<file path="src/rtl/multiplicador_algoritmico.sv">
// multiplicador_algoritmico: sequential signed shift-add MAC, Prod = Coc*Den + Res at double width.
// Optional MULT_EARLY_EXIT_EN ends iteration as soon as the remaining multiplier bits are all zero.
module multiplicador_algoritmico #(
  parameter int tamanyo = 32
) (
  input  logic                   CLK,
  input  logic                   RSTa,
  input  logic                   Start,
  input  logic [tamanyo-1:0]     Coc,
  input  logic [tamanyo-1:0]     Den,
  input  logic [tamanyo-1:0]     Res,
  output logic [2*tamanyo-1:0]   Prod,
  output logic                   Ovf,
  output logic                   Done
);
  localparam int W = tamanyo;
  localparam int CW = $clog2(W);
  typedef enum logic [1:0] {IDLE, ITER, FIX} state_t;
  state_t state, state_n;
  logic sa, sb, last;
  logic [CW-1:0] cnt;
  logic [W-1:0] mplier;
  logic [2*W-1:0] mcand, acc, addend, prod_n;
  logic [W:0] top;
`ifdef MULT_EARLY_EXIT_EN
  assign last = cnt == CW'(W-1) || mplier[W-1:1] == '0;
`else
  assign last = cnt == CW'(W-1);
`endif
  // magnitudes are multiplied unsigned, the sign is reapplied before adding Res
  assign prod_n = ((sa ^ sb) ? ~acc + 1'b1 : acc) + addend;
  assign top = prod_n[2*W-1:W-1];
  always_comb begin
    state_n = state;
    state_n = state == IDLE ? (Start ? ITER : IDLE) : state == ITER ? (last ? FIX : ITER) : IDLE;
  end
  always_ff @(posedge CLK or negedge RSTa)
    if (!RSTa) begin
      state <= IDLE;
      Prod <= '0;
      Ovf <= 1'b0;
      Done <= 1'b0;
    end else begin
      state <= state_n;
      Done <= state == FIX;
      if (state == FIX) begin
        Prod <= prod_n;
        Ovf <= !(top == '0 || top == '1);
      end
    end
  always_ff @(posedge CLK)
    if (state == IDLE && Start) begin
      sa <= Coc[W-1];
      sb <= Den[W-1];
      mcand <= {{W{1'b0}}, Coc[W-1] ? ~Coc + 1'b1 : Coc};
      mplier <= Den[W-1] ? ~Den + 1'b1 : Den;
      addend <= {{W{Res[W-1]}}, Res};
      acc <= '0;
      cnt <= '0;
    end else if (state == ITER) begin
      if (mplier[0]) acc <= acc + mcand;
      mcand <= mcand << 1;
      mplier <= mplier >> 1;
      cnt <= cnt + 1'b1;
    end
endmodule

</file>
<file path="config.mk">
export PLATFORM = sky130hd
export DESIGN_NAME = multiplicador_algoritmico
export DESIGN_NICKNAME = d
export VERILOG_FILES = /design/src/rtl/multiplicador_algoritmico.sv
export SDC_FILE = /design/constraint.sdc
export NUM_CORES = 1
export LEC_CHECK = 0
export ABC_AREA = 0
export BUFFER_PORTS_ARGS = -buffer_cell sky130_fd_sc_hd__buf_4
export CORE_ASPECT_RATIO = 0.75
export CORE_UTILIZATION = 51
export CTS_BUF_LIST = sky130_fd_sc_hd__clkbuf_16
export DETAILED_ROUTE_END_ITERATION = 6
export GPL_ROUTABILITY_DRIVEN = 0
export HOLD_SLACK_MARGIN = 0.12
export PLACE_DENSITY = 0.7
export REMOVE_ABC_BUFFERS = 1
export SLEW_MARGIN = 10
export SYNTH_ARGS = -nofsm -noshare
export SYNTH_HDL_FRONTEND = slang
export SYNTH_SLANG_ARGS = --single-unit
</file>
<file path="constraint.sdc">
create_clock -name CLK -period 6.7 [get_ports CLK]
set_input_delay 0 -clock CLK [delete_from_list [all_inputs] [get_ports CLK]]
set_output_delay 0 -clock CLK [all_outputs]
set_load 0.05 [all_outputs]
</file>
==> flow_summary.json <==
{
  "p_per_area_nw_per_um2": 548,
  "cp.required_ns": 7.15,
  "routed_wirelength_mm": 56.0,
  "yosys.area_share.simple_pct": 18.8,
  "setup_tns_ns": 0,
  "antenna_found_initial": 0,
  "vias_per_cell": 5.93,
  "rsz0062_at_grt": "false",
  "holdPathStages": 2,
  "finalCriticalPeriod_ns": 6.15,
  "worst_clock_skew_ns": 0.0204,
  "reg2reg_slack_ns": 0.55,
  "grt_pass1_wl_mm": 90.0,
  "r2r_start": "acc[14]$_SDFFE_PP0P_",
  "endpoint_kind": "flip-flop",
  "hpwl_mm": 40.9,
  "crit_path_max_fanout": 8,
  "antenna_left": 0,
  "synth-async-reset-ratio_pct": 25.5,
  "drtPass1Iterations": 6,
  "post-route-util_pct": 62.4,
  "min_to": "addend[5]$_DFFE_PP_",
  "rows": 62,
  "worst_slew_margin_rel_pct": 31.2,
  "yosys_register_bits": 267,
  "p_leak_nw": 10.6,
  "avgSynthCellArea_sq_um": 8.39,
  "synth_mux_area_share_pct": 0.618,
  "status": "complete, no violations",
  "clkSlewWorstSetupHoldPaths_ns": 0.06,
  "regToRegEndpoint": "Ovf$_DFFE_PN0P_",
  "clk_latency_ns": 0.59,
  "ys_types": 90,
  "max_slew.worst_pin.slew_ns": 1.03,
  "design_area_sq_um": 23900,
  "fillers": 3292,
  "final-setup-viol-count": 0,
  "drcViolationCount": 0,
  "drv_cap": 0,
  "ys_seq_area_share_pct": 33.6,
  "cts_max_path_buffers": 3,
  "grt_pass1_vias": 17331,
  "clock_sinks": 267,
  "synthAdderAreaFrac_pct": 9.35,
  "first_iter_violations": 1625,
  "synth_edf_count": 98,
  "setup_ws_ns": 0.552,
  "dieWidth_microns": 230,
  "start_util_pct": 51.8,
  "h-tree-depth": 1,
  "io_buffers": 164,
  "vdd_drop_max_mv": 0.307,
  "grt_max_degree": 124,
  "ys.flop_type": "dfxtp_1",
  "placedCellCount": 2952,
  "netlist_instances": 2364,
  "final_nets": 2863,
  "fmax_mhz": 163,
  "die-area_sq_um": 39700,
  "area_growth_pct": 20.5,
  "hold_violations": 0,
  "diodes": 0,
  "min_from": "Res[5]",
  "die_h_microns": 173,
  "vias": 18702,
  "numCtsBuffers": 30,
  "start_kind": "flip-flop",
  "timing.final.max_slew_violations": 0,
  "rr_worst_depth": 21,
  "cts_tree": "built",
  "cts_setup_buffers": 0,
  "drive_above_1_share_pct": 10.1,
  "syn_area_sq_um": 19800,
  "critical_path_class": "flip-flop to flip-flop",
  "multi_input_area_sq_um": 12700,
  "synth_warnings": 0,
  "synth_xor_area_share_pct": 9.76,
  "synth_top_family_by_area": "compound AO/OA/AOI/OAI gates",
  "synth_compound_area_share_pct": 25.1,
  "place_area_sq_um": 21500,
  "dp_worst_setup_slack_ns": 0.478,
  "crit_arrival_ns": 6.60,
  "grt-ovfl-total": 0,
  "holdCritPathClass": "primary input to flip-flop",
  "core_sq_um": 38300,
  "clockRootBuffer": "clkbuf_16",
  "ff_latch_area_sq_um": 6670,
  "io_pins": 165,
  "final_cells": 3153,
  "grt_usage_pct": 27.4,
  "wl_per_cell_microns": 17.8,
  "period_share_pct": 91.8
}
[per-stage QoR]
step / total power, mW / hold slack, ns
2_1_floorplan: 9.07 / -0.296
3_3_place_gp: 11.0 / 0.151
3_5_place_dp: 11.2 / 0.158
4_1_cts: 12.9 / 0.122
5_1_grt: 14.1 / 0.128
6_report: 13.1 / 0.144
[where the power goes]
part,switching (mW),total [mW],internal (mW)
clock network,0.700,1.61,0.915
registers,0.652,3.07,2.42
logic,5.15,8.42,3.27
[state kept, by name (all words and copies together) (netlist names)]
| name | cells |
|---|---|
| mcand | 64 |
| Done | 1 |
| Prod | 64 |
| addend | 32 |
| sa | 1 |
| sb | 1 |
| state | 2 |
| cnt | 5 |
| acc | 64 |
| Ovf | 1 |
| mplier | 32 |
[layout make-up]
type	count	share of cell area, %
repair buffers	324	11.8
inverters	43	0.680
well taps	512	2.68
flip-flops and latches	267	27.9
multi-input cells	1951	52.9
clock buffers	31	3.25
clock inverters	25	0.790
[how the worst max path moves through the flow]
stage / end / startpoint / slack [ns] / depth (start not counted)
floorplan: Ovf$_DFFE_PN0P_ / sb$_DFFE_PP_ / 1.27 / 16
global placement: Ovf$_DFFE_PN0P_ / acc[7]$_SDFFE_PP0P_ / 0.65 / 21
detailed placement: Ovf$_DFFE_PN0P_ / acc[7]$_SDFFE_PP0P_ / 0.48 / 21
CTS: Ovf$_DFFE_PN0P_ / acc[7]$_SDFFE_PP0P_ / 0.43 / 21
global route: Ovf$_DFFE_PN0P_ / acc[14]$_SDFFE_PP0P_ / 0.03 / 21
finish: Ovf$_DFFE_PN0P_ / acc[14]$_SDFFE_PP0P_ / 0.55 / 21
[synth_stat cells (5+ instances only)]
master,number,area (sq um)
nand2_1,376,1410
a21oi_1,210,1050
o21ai_0,206,1030
ha_1,145,1810
nor2_1,133,499
xor2_1,132,1160
dfxtp_1,101,2020
edfxtp_1,98,2940
xnor2_1,89,780
clkbuf_1,86,323
a21o_1,79,593
dfrtp_1,68,1700
nor3_1,42,210
inv_1,41,154
o31ai_1,41,308
a22o_1,35,307
nand4_1,34,213
or3_1,34,213
o21bai_1,33,248
nand3_1,30,150
a31oi_1,27,169
nand2b_1,19,119
o21a_1,19,143
and3_1,17,106
and2_1,16,100
a211oi_1,15,113
nor4_1,15,93.8
or4_1,14,105
buf_1,13,48.8
nor2b_1,13,81.3
o211ai_1,13,97.6
and4_1,11,96.3
a31o_2,10,87.6
mux2i_1,10,100
o41ai_1,10,87.6
nand3b_1,7,52.6
or2_2,7,43.8
nor3b_1,6,45.0
o22ai_1,6,37.5
a211o_1,5,43.8
a41oi_1,5,43.8
o211a_1,5,50.1
o31a_1,5,43.8
[logic make-up (layout without fill, tap and decap cells)]
family | count (synthesis) | after routing
flip-flops | 267 | 267
buffers and inverters | 146 | 423
AO/OA/AOI/OAI | 778 | 778
multiplexers | 12 | 12
AND/OR/NAND/NOR | 793 | 793
adder cells (fa/ha/maj) | 147 | 147
XOR/XNOR | 221 | 221
[critical path, stage by stage, from the launching register on]
cell and delay [ns]:
dfxtp_1 0.37, or4_1 0.62, nor4_1 0.33, nand2b_1 0.18
nor3_2 0.21, nor2b_1 0.37, nand2_1 0.26, o41ai_1 0.36
xnor2_1 0.12, ha_1 0.40, nand4_1 0.18, nor2_1 0.24
and3_1 0.25, o2111a_1 0.21, a21oi_1 0.07, o311ai_1 0.39
nand4_1 0.13, or4bb_1 0.51, nor4b_1 0.28, nand4b_1 0.18
nor4b_1 0.28, a211oi_1 0.08
[timing repair]
item / 4_1_cts / 5_1_grt
endpoints found under the hold margin: 202 / 0
endpoints found under the setup margin: 0 / 1
hold buffers: 145 / 0
resized for setup: 0 / 2
[cells in the final DEF (no fill, tap or decap), types with 30 or more instances in the layout]
cell           count
xnor2_1           88
inv_1             50
ha_1             145
a21o_1            79
o31ai_1           41
nand4_1           34
or3_1             34
buf_4            179
dfrtp_1           68
nand2_1          375
xor2_1           131
dlygate4sd3_1    144
a21oi_1          210
o21bai_1          32
dfxtp_1          101
edfxtp_1          98
clkbuf_16         31
nor3_1            42
nor2_1           133
o21ai_0          206
nand3_1           30
a22o_1            35
[per-layer routing]
metal  global-route usage (%)  up-vias  wire length (microns)
met5                        0        -                      0
met4                     5.57        0                   1070
met3                     4.62       82                   4540
met2                     40.8      780                  23400
met1                     41.3     8637                  27000
li1                         -     9203                      -
Note: power is estimated with default switching activity, not from simulation.
